===== config.mk =====
export PLATFORM = sky130hd
export DESIGN_NAME = fir_xifu_ctrl
export DESIGN_NICKNAME = d
export VERILOG_FILES = /design/src/rtl/fir_xifu_ctrl.sv
export SDC_FILE = /design/constraint.sdc
export NUM_CORES = 1
export LEC_CHECK = 0
export BUFFER_PORTS_ARGS = -buffer_cell sky130_fd_sc_hd__buf_2
export CELL_PAD_IN_SITES_DETAIL_PLACEMENT = 1
export CELL_PAD_IN_SITES_GLOBAL_PLACEMENT = 2
export CORE_UTILIZATION = 35
export DETAILED_ROUTE_END_ITERATION = 12
export GPL_TIMING_DRIVEN = 0
export PLACE_DENSITY = 0.82
export SYNTH_ARGS = -nofsm -noshare
export SYNTH_HDL_FRONTEND = slang
export SYNTH_SLANG_ARGS = --single-unit

===== constraint.sdc =====
create_clock -name clk_i -period 8.3 [get_ports clk_i]
set_clock_uncertainty 0.1 [all_clocks]
set_input_delay 2.49 -clock clk_i [delete_from_list [all_inputs] [get_ports clk_i]]
set_output_delay 2.49 -clock clk_i [all_outputs]
set_load 0.05 [all_outputs]

===== src/rtl/fir_xifu_ctrl.sv =====
// Commit scoreboard for the FIR XIFU pipeline: tracks each XIF instruction id from
// issue to retire and holds EX until the core has committed or killed the instruction.
//
// state        | meaning
// ST_FREE      | id not in flight
// ST_ISSUED    | accepted by ID, waiting for XIF commit
// ST_COMMITTED | committed, EX may execute; freed by retire
// ST_KILLED    | killed by the core; freed when EX drops it
module fir_xifu_ctrl #(
   parameter int unsigned ID_WIDTH        = 4,
   parameter int unsigned MAX_OUTSTANDING = 4
) (
   input  logic                clk_i,
   input  logic                rst_ni,
   input  logic                flush_i,
   input  logic                issue_i,
   input  logic [ID_WIDTH-1:0] issue_id_i,
   output logic                issue_ready_o,
   input  logic                commit_valid_i,
   input  logic [ID_WIDTH-1:0] commit_id_i,
   input  logic                commit_kill_i,
   input  logic                ex_valid_i,
   input  logic [ID_WIDTH-1:0] ex_id_i,
   output logic                ex_go_o,
   output logic                ex_kill_o,
   output logic                ex_ready_o,
   input  logic                retire_i,
   input  logic [ID_WIDTH-1:0] retire_id_i,
   output logic [ID_WIDTH:0]   outstanding_o,
   output logic                err_o
);

   localparam int DEPTH = 2 ** ID_WIDTH;
   localparam int CW    = ID_WIDTH + 1;

   typedef enum logic [1:0] {
      ST_FREE      = 2'd0,
      ST_ISSUED    = 2'd1,
      ST_COMMITTED = 2'd2,
      ST_KILLED    = 2'd3
   } entry_state_e;

   entry_state_e   st_q [DEPTH];
   entry_state_e   st_d [DEPTH];
   logic [CW-1:0]  cnt_q, cnt_d;
   logic           err_q, err_d;

   entry_state_e   ex_st;
   logic           ex_byp;
   logic           retire_ok;
   logic           same_ic;

   // Commit bypass lets EX proceed in the very cycle the core commits.
   assign ex_st      = st_q[ex_id_i];
   assign ex_byp     = commit_valid_i && (commit_id_i == ex_id_i) && (ex_st == ST_ISSUED);
   assign ex_go_o    = ex_valid_i && ((ex_st == ST_COMMITTED) || (ex_byp && !commit_kill_i));
   assign ex_kill_o  = ex_valid_i && ((ex_st == ST_KILLED) || (ex_byp && commit_kill_i));
   assign ex_ready_o = !ex_valid_i || ex_go_o || ex_kill_o;

   assign issue_ready_o = (cnt_q < CW'(MAX_OUTSTANDING));
   assign outstanding_o = cnt_q;
   assign err_o         = err_q;

   assign retire_ok = retire_i && (st_q[retire_id_i] == ST_COMMITTED);
   assign same_ic   = issue_i && commit_valid_i && (issue_id_i == commit_id_i);

   always_comb begin
      st_d  = st_q;
      err_d = err_q;
      cnt_d = '0;

      if (retire_i) begin
         if (retire_ok) st_d[retire_id_i] = ST_FREE;
         else           err_d = 1'b1;
      end

      if (commit_valid_i && !same_ic) begin
         case (st_q[commit_id_i])
            ST_ISSUED:    st_d[commit_id_i] = commit_kill_i ? ST_KILLED : ST_COMMITTED;
            ST_COMMITTED,
            ST_KILLED:    err_d = 1'b1;
            default:      ;
         endcase
      end

      if (ex_kill_o) st_d[ex_id_i] = ST_FREE;

      // Issue overrides a same-cycle retire or kill-free of the same id.
      if (issue_i) begin
         if (!issue_ready_o) err_d = 1'b1;
         if ((st_q[issue_id_i] != ST_FREE)
             && !(retire_ok && (retire_id_i == issue_id_i))
             && !(ex_kill_o && (ex_id_i == issue_id_i)))
            err_d = 1'b1;
         if (same_ic) st_d[issue_id_i] = commit_kill_i ? ST_KILLED : ST_COMMITTED;
         else         st_d[issue_id_i] = ST_ISSUED;
      end

      for (int i = 0; i < DEPTH; i++) begin
         if (st_d[i] != ST_FREE) cnt_d = cnt_d + CW'(1);
      end

      if (flush_i) begin
         for (int i = 0; i < DEPTH; i++) st_d[i] = ST_FREE;
         err_d = err_q;
         cnt_d = '0;
      end
   end

   always_ff @(posedge clk_i or negedge rst_ni) begin
      if (!rst_ni) begin
         for (int i = 0; i < DEPTH; i++) st_q[i] <= ST_FREE;
         cnt_q <= '0;
         err_q <= 1'b0;
      end else begin
         st_q  <= st_d;
         cnt_q <= cnt_d;
         err_q <= err_d;
      end
   end

endmodule


After elaboration in Yosys (flattened, before gate mapping)
Index checks and enable logic that the tools add are counted.
Widths: inputs -> output; s select.

word-level totals
  output and inout port bits = 10
  word-level logic and storage cells = 164
  input bits = 24
  flip-flop bits (word level) = 38

operators by class
  add/sub/neg operators = 15
  order comparisons = 9
  reductions and logical operators = 45
  bitwise operators = 11
  eq/ne operators = 11
  mux-type cells = 55

operators with widths
  cell                 count
  $mux 32              8
  $mux 5               16
  $add 5x1->5 const B  15
  $and 32x32->32       2
  $bwmux 32            2
  $not 32->32          2
  $reduce_bool 2->1    17
  $bmux 2 s4           4
  $demux 2 s4          4
  $mux 2               12
  $ge 5x5->1 const B   4
  $lt 5x1->1 const B   4
  $not 4->5            4
  $logic_and 1x1->1    18
  $and 16x16->16       1
  $eq 4x4->1           4
  $not 16->16          1
  $or 16x16->16        1
  $eq 2x2->1 const B   5
  $mux 1               9
  $logic_not 1->1      5
  $lt 5x3->1 const B   1
  $eq 2x1->1 const B   2
  $logic_or 1x1->1     4
  $reduce_or 2->1      1

Longest topological paths before layout
Gate-level depths: netlist of run 1.

  word-level depth = 50
  depth in mapped cells = 45
  gate-level depth less buffers = 43

Least setup slack after synthesis of run 1
No wires, ideal clock.

  path type = input to register
  from = in ex_id_i[0]
  to = reg cnt_q[4], in the netlist outstanding_o[4]
  arrival = 10.453 ns
  cell stages on the path = 42
  path buffers = 2
  setup slack = -2.333 ns
  setup time = 0.079 ns
  required time = 8.121 ns
  cell sequence = buf_6 > mux4_2 > mux2_2 > a21o_1 > buf_2 > a31o_2 > ha_1 > xnor2_4 > ha_1 > o22ai_1 > xor2_1 > mux2i_1 > ha_1 > nor2b_1 > o22a_1 > xnor2_1 > a21oi_1 > ha_1 > [... 6 more ...] > nor2_1 > nor2_1 > xor2_1 > mux2_2 > ha_1 > xnor2_1 > nand3_1 > o221ai_1 > ha_1 > o21ai_0 > a41oi_1 > ha_1 > mux2_2 > ha_1 > o21ai_0 > nor2_1 > a21o_1 > mux2i_1

between the ends
  cells in the longest elaborated chain, start to end = 46
  elaborated cells between the ends (all ways) = 73
  those cells by class = add/sub: 15; order compare: 2; eq/ne: 3; mux: 26; bitwise: 5; reduce/logical: 22

RTL lines
  item                                        line    RTL
  start, declared                             23      input logic [ID_WIDTH-1:0] ex_id_i,
  $not 4->5 (not written as such)             54, 86
  $bmux 2 s4                                  54      assign ex_st = st_q[ex_id_i];
  $mux 2 (not written as such) (2 in series)  54
  $eq 2x1->1                                  55      assign ex_byp = commit_valid_i && (commit_id_i == ex_id_i) && (ex_st == ST_ISSUED);
  $logic_and 1x1->1                           55
  $logic_and 1x1->1                           57      assign ex_kill_o = ex_valid_i && ((ex_st == ST_KILLED) || (ex_byp && commit_kill_i));
  $logic_or 1x1->1                            57
  $logic_and 1x1->1                           57
  [... 30 more ...]                           n/a
  $add 5x1->5                                 100     if (st_d[i] != ST_FREE) cnt_d = cnt_d + CW'(1);
  $mux 5                                      100
  $add 5x1->5                                 100
  $mux 5                                      100
  $add 5x1->5                                 100
  $mux 5 (*)                                  100
  $mux 5 (*)                                  103     if (flush_i) begin
  net cnt_d[4]                                45      logic [CW-1:0] cnt_q, cnt_d;
  end signal, assigned                        117     cnt_q <= cnt_d;
  end, declared                               45

The timed path passes the listed nets; every way through them passes the cells marked *. The select of a mux whose other input is x is not followed.
A chain may end at the register's enable or synchronous reset.

Worst setup path after layout of run 1
  from = in ex_id_i[3]
  to = reg cnt_q[4], in the netlist outstanding_o[4]

Same word-level chain as after synthesis.

==> results of run 1 <==
-- critical path: cells and delay by family --
| kind | cells | cell delay (ns) |
|---|---|---|
| xor+xnor | 7 | 1.19 |
| buf+inv | 3 | 0.47 |
| simple gates | 8 | 0.82 |
| fa+ha+maj | 8 | 2.00 |
| mux | 6 | 1.40 |
| compound gates | 12 | 1.79 |
-- kinds of logic after synthesis --
kind of cell / count (synthesis) / share of synthesized area [%]
compound gates: 187 / 22.0
xor+xnor: 73 / 14.9
fa+ha+maj: 15 / 3.29
buf+inv: 54 / 4.05
flops: 38 / 16.6
mux: 49 / 13.9
simple gates: 289 / 25.2
-- how the worst min path moves through the flow --
stage	cells past startpoint	slack [ns]	end	startpoint
2_1_floorplan	2	0.47	st_q[26]$_DFF_PN0_	st_q[26]$_DFF_PN0_
3_3_place_gp	1	0.36	err_o$_DFFE_PN0N_	err_o$_DFFE_PN0N_
3_5_place_dp	1	0.36	err_o$_DFFE_PN0N_	err_o$_DFFE_PN0N_
4_1_cts	1	0.38	err_o$_DFFE_PN0N_	err_o$_DFFE_PN0N_
5_1_grt	1	0.41	err_o$_DFFE_PN0N_	err_o$_DFFE_PN0N_
6_report	1	0.38	err_o$_DFFE_PN0N_	err_o$_DFFE_PN0N_
-- power by group through the flow --
| stage | Combinational, mW | Sequential (mW) | Clock [mW] |
|---|---|---|---|
| floorplan | 0.238 | 0.207 | 0 |
| global placement | 0.319 | 0.198 | 0 |
| detailed placement | 0.328 | 0.198 | 0 |
| CTS | 0.375 | 0.195 | 0.259 |
| global route | 0.442 | 0.195 | 0.266 |
| finish | 0.410 | 0.195 | 0.258 |
-- Yosys cell counts (4+ instances only) --
master    number  share of area, %
mux2i_1       17               3.0
or2_2          8              0.88
and2_1         8              0.88
o31a_1         4              0.61
a21o_1        10               1.3
nand3b_1       9               1.2
a32oi_1        4              0.61
nor2_1       103               6.8
a31o_2         4              0.61
a22oi_1        7              0.92
mux2_2         7               1.4
xor2_1        19               2.9
nor2b_1       12               1.3
o21a_1         4              0.53
clkbuf_1      20               1.3
a21oi_1       53               4.6
a31oi_1        7              0.77
ha_1          15               3.3
nor4_1         4              0.44
nand4_1       13               1.4
o21ai_0       36               3.2
o22ai_1        5              0.55
xnor2_1       37               5.7
xnor2_2        6               1.7
nand2b_1      12               1.3
a211oi_1      14               1.8
mux4_2        22               8.7
nand2_1       58               3.8
dfrtp_1       38                17
nand3_1       14               1.2
inv_1         19               1.2
buf_2          8              0.70
or3_1          7              0.77
nor3_1        19               1.7
nor4b_1        4              0.61
o31ai_1        7              0.92
-- per-layer routing --
layer | up-vias | wire (um) | GRT usage (%)
met3 | 52 | 1840 | 6.36
met1 | 3030 | 9990 | 36.7
met4 | 0 | 682 | 9.30
li1 | 2731 | - | -
met2 | 254 | 11300 | 49.1
met5 | - | 0 | 0
-- repair_timing --
item	4_1_cts	5_1_grt
resized for setup	41	36
pin swaps	25	25
hold buffers	0	0
buffers inserted	25	13
setup endpoints to repair	4	4
-- through the flow --
step	setup TNS, ns	util (%)
finish	-6.69	44.0
global route	-8.19	44.0
CTS	-7.49	42.6
detailed placement	-12.12	39.1
global placement	-10.97	39.1
floorplan	-6.96	-
-- registers in the layout (all words and copies together), names as in the netlist --
register,flops
st_q,32
outstanding_o,5
err_o,1
-- cell type report --
class | count | share of cell area [%]
clock inverter | 3 | 0.984
buffer | 32 | 2.70
sequential | 38 | 13.6
tap | 216 | 3.87
timing repair buffer | 60 | 5.66
clock buffer | 5 | 1.79
multi-input combinational | 613 | 70.3
inverter | 20 | 1.11
==> metrics.md, run 1 <==
| Metric | Value |
|---|---|
| WL per Instance | 24.1 um |
| Filler cell count in the final layout | 1,957 |
| Worst R2R Start | st_q[9]$_DFF_PN0_ |
| Failing checks | negative setup slack |
| DRT antenna net count | 0 |
| Net Count, Synth | 744 |
| Crit path launch type | input port |
| Reg-to-reg slack, setup | 0.03 ns |
| Vias | 6,067 |
| CP endpoint kind | register |
| Crit path DAT | 10.19 ns |
| GPL Wtd Cong | 1.01 |
| Sequential fraction of the synthesis area | 16.6% |
| CTS tree | built |
| Cell Pwr Density | 123 nW/um2 |
| Hold Crit Class | reg2reg |
| Placed cells | 942 |
| Max incr delay on CP | 0.35 ns |
| Global route overflow | 0 |
| Critical path class | in2reg |
| Initial drt markers | 521 |
| Worst Path Required | 8.41 ns |
| Mapped cell area | 5710 um2 |
| Max-Cap Viols | 0 |
| Final net count | 809 |
| CP dominant cell by count | ha_4 |
| Period Utilization, post-route | 121% |
| H-tree depth | 2 |
| Reg power frac | 22.6% |
| Max Clock Freq | 0.0992 GHz |
| Largest net degree at the start of global routing | 39 |
| Site Rows | 46 |
| Clk pwr share | 29.9% |
| Worst Setup SP | ex_id_i[3] |
| Worst Setup EP | outstanding_o[4]$_DFF_PN0_ |
| R2r worst-path depth | 43 |
| Worst hold slack | 0.385 ns |
| Mapped Cells | 705 |
| Die Wd | 130 um |
| Final worst slack | -1.78 ns |
| IO buf count | 21 |
| Ys flop type | dfrtp_1 |
| Total power | 0.863 mW |
| Pre-Repair DR Iteration Count | 5 |
| GRT Util Overall | 29.0% |
| Synth Register Bits | 38 |
| Max clock buf depth | 2 |
| Sw Pwr | 0.318 mW |
| Number of global-route vias before repair | 6,350 |
| Clock tree root buffer cell | clkbuf_16 |
| Worst Tran Pin Value | 1.36 ns |
| Setup WS pre-CTS | -3.15 ns |
| Reg clk slew, reported paths | 0.06 ns |
| Worst path slowest cell | mux2_4 |
| Post-layout min period | 10.08 ns |
| Via density per instance | 6.15 |
| Top-Level Pins | 34 |
| Routed wire length | 23.8 mm |
| Die area | 16,800 um2 |
| Post-DP HPWL | 18.0 mm |
| CTS buffer count | 5 |
| Syn Area/Cell | 8.10 um2 |
| Cell variety after synth | 82 |
| Peak VDD IR | 0.0000792 V |
| Sequential Area | 951 um2 |
| Non-Filler Instances | 987 |
| Commonest non-fill, non-tap cell in the layout | nor2_1 |
| Status | complete, but fails checks |
| Ant. Diodes | 0 |
| Area delta synth->final | 22.4% |
| Share of layout cells above drive strength 1 | 25.9% |
| Worst-path maximum fanout | 10 |
| Post-Layout Inst Area | 6990 um2 |
| Clk_lat worst skew | 0.29 ns |
| Placed cell area | 6210 um2 |
| Crit Reg-Reg Endpoint | outstanding_o[4]$_DFF_PN0_ |
| EDFF count, synth | 0 |
| Core Footprint | 15,900 um2 |
| Multi-input logic area | 4910 um2 |
| Leakage | 2.64 nW |
| Initial Utilization | 36.0% |
| Height of the die | 130 um |
| Gate power share | 47.6% |
| Post-route DRC | 0 |
| Yosys warnings | 0 |
| Commonest non-fill, non-tap cells in the layout | nor2_1 (96), nand2_1 (58), a21oi_1 (51), buf_4 (39), dfrtp_1 (38) |
| # setup viols final | 4 |
| Fraction of registers with async set/reset | 100% |
| Hold Fails Final Rpt | 0 |
| Initial antenna violation count | 0 |
| Clock sinks | 38 |
| Unrepaired setup endpoints after global routing | yes |
| Internal power | 0.545 mW |
| Slew Limit Fails | 0 |
| Slew HR | 8.71% |
| Sw frac | 36.8% |
| First-pass GRT wire length | 36.6 mm |
Note: power is estimated with default switching activity, not from simulation.
==> inputs of run 2 (changes only) <==
- PLACE_DENSITY: 0.82 -> unset
- PLACE_DENSITY_LB_ADDON: unset -> 0.1
==> run 2 against run 1 <==
Critical path depth decreased by 1. Non-clock buffer count is 3 lower. Clock power about the same. Highest routed layer unchanged. Via count down 1.8%. Fmax decreased by 1.0%. Largest power group unchanged. Power shrank 0.79%. The run still ends with negative setup slack left. Final cell count shrank 0.30%. Sequential share of layout area hardly changed. Combinational power fell by 2%. Wire length decreased by 0.47%. Worst hold slack lost 0.0077 ns.
==> metrics.md, run 2 (synthesis gave the netlist of run 1 again) <==
| Metric | Value |
|---|---|
| Number of flip-flops in the largest register | 32 |
| Failing checks | negative setup slack |
| Clk pwr share | 30.3% |
| Die Wd | 130 um |
| Clock sinks | 38 |
| Slew HR | 3.22% |
| # setup viols final | 4 |
| Worst path slowest cell | mux4_2 |
| Global route overflow | 0 |
| Post-DP HPWL | 18.2 mm |
| IO buf count | 21 |
| CTS tree | built |
| Placed cell area | 6210 um2 |
| Met1 Use GR | 37.8% |
| Top Usage Layer GRT | met2 |
| Ant. Diodes | 0 |
| Cell Pwr Density | 123 nW/um2 |
| Final worst slack | -1.88 ns |
| Leakage | 2.63 nW |
| Post-Layout Inst Area | 6970 um2 |
| Largest net degree at the start of global routing | 39 |
| Hold Crit Class | reg2reg |
| Max clock buf depth | 2 |
| Crit Reg-Reg Endpoint | outstanding_o[3]$_DFF_PN0_ |
| Unrepaired setup endpoints after global routing | yes |
| Peak VDD IR | 0.0000679 V |
| GPL Wtd Cong | 0.963 |
| Commonest non-fill, non-tap cell in the layout | nor2_1 |
| Crit path launch type | input port |
| R2r worst-path depth | 42 |
| H-tree depth | 2 |
| Area delta synth->final | 22.1% |
| Setup WS pre-CTS | -3.09 ns |
| Sw frac | 36.9% |
| Non-Filler Instances | 984 |
| Status | complete, but fails checks |
| Worst Tran Pin Value | 1.44 ns |
| Internal power | 0.541 mW |
| Initial Utilization | 36.0% |
| Core Footprint | 15,900 um2 |
| Site Rows | 46 |
| Worst hold slack | 0.377 ns |
| Period Utilization, post-route | 123% |
| Clock tree root buffer cell | clkbuf_16 |
| Max Clock Freq | 0.0982 GHz |
| Share of layout cells above drive strength 1 | 25.4% |
| Worst R2R Start | st_q[15]$_DFF_PN0_ |
| Number of global-route vias before repair | 6,151 |
| Max incr delay on CP | 0.49 ns |
| Height of the die | 130 um |
| Slew Limit Fails | 0 |
| First-pass GRT wire length | 36.4 mm |
| Via density per instance | 6.05 |
| CTS buffer count | 5 |
| Top-Level Pins | 34 |
| Reg-to-reg slack, setup | -0.14 ns |
| Total power | 0.856 mW |
| DRT antenna net count | 0 |
| Met3 usage | 3.90% |
| Gate power share | 46.9% |
| Commonest non-fill, non-tap cells in the layout | nor2_1 (97), nand2_1 (58), a21oi_1 (51), dfrtp_1 (38), buf_4 (37) |
| Initial drt markers | 390 |
| Reg power frac | 22.8% |
| GRT Util Overall | 29.2% |
| Worst-path maximum fanout | 4 |
| Crit path DAT | 10.23 ns |
| WL per Instance | 24.1 um |
| Placed cells | 942 |
| Hold Fails Final Rpt | 0 |
| Clk_lat worst skew | 0.29 ns |
| CP endpoint kind | register |
| Reg clk slew, reported paths | 0.06 ns |
| Initial antenna violation count | 0 |
| Die area | 16,800 um2 |
| Max-Cap Viols | 0 |
| Top reg by flops | st_q |
| Post-route DRC | 0 |
| Pre-Repair DR Iteration Count | 5 |
| Worst Setup EP | outstanding_o[3]$_DFF_PN0_ |
| Critical path class | in2reg |
| Vias | 5,958 |
| Post-layout min period | 10.18 ns |
| Final net count | 806 |
| Sw Pwr | 0.316 mW |
| Grt met2 use | 49.9% |
| Hold Startpoint | err_o$_DFFE_PN0N_ |
| Worst Setup SP | ex_id_i[0] |
| Routed wire length | 23.7 mm |
| Worst Path Required | 8.34 ns |
## run 2: changes by cell type in the layout (fill, tap and decap cells not counted), sizes merged
cell	previous run	this run
buf	71	70
clkbuf	26	24
## run 2: area by class of cell
| cell class | instances | area [um2] |
|---|---|---|
| multi-input cells | 613 | 4910 |
| clock buffers | 5 | 125 |
| inverters | 20 | 77.6 |
| plain buffers | 32 | 188 |
| flip-flops and latches | 38 | 951 |
| clock inverters | 3 | 68.8 |
| well taps | 216 | 270 |
| repair buffers | 57 | 383 |
| fillers | 1941 | 8910 |
## run 2: how the worst min path moves through the flow
stage | end | depth (start not counted)
6_report | err_o$_DFFE_PN0N_ | 1
5_1_grt | err_o$_DFFE_PN0N_ | 1
3_3_place_gp | err_o$_DFFE_PN0N_ | 1
4_1_cts | err_o$_DFFE_PN0N_ | 1
3_5_place_dp | err_o$_DFFE_PN0N_ | 1
2_1_floorplan | st_q[26]$_DFF_PN0_ | 2
## run 2: power by group through the flow
stage,registers [mW],clock network [mW],logic [mW]
5_1_grt,0.195,0.268,0.439
4_1_cts,0.195,0.263,0.368
6_report,0.195,0.260,0.402
3_5_place_dp,0.198,0,0.327
2_1_floorplan,0.207,0,0.238
3_3_place_gp,0.198,0,0.319
## run 2: what timing repair did
action / CTS / global route
setup endpoints to repair: 4 / 4
buffers inserted: 24 / 12
gates resized for setup: 35 / 41
hold buffers: 0 / 0
pin swaps: 26 / 29
## run 2: per-layer routing
metal,part of all wire [%],vias to the layer above
li1,-,2729
met1,43,2998
met2,48,188
met3,5.7,43
met4,3.1,0
met5,0,-
## run 2: per-stage QoR
step	util (%)	setup TNS [ns]
3_3_place_gp	39.1	-11.17
2_1_floorplan	-	-6.96
6_report	43.9	-7.14
5_1_grt	43.9	-8.95
3_5_place_dp	39.1	-11.93
4_1_cts	42.4	-7.65
## run 2: worst max-delay path: cells and delay by family
| kind | cells | cell delay (ns) |
|---|---|---|
| xor gates and xnor gates | 9 | 1.67 |
| muxes | 4 | 1.19 |
| AOI/OAI and AO/OA | 12 | 1.98 |
| and+or+nand+nor | 8 | 0.68 |
| buffers and inverters | 3 | 0.31 |
| adders and majority gates | 7 | 1.91 |
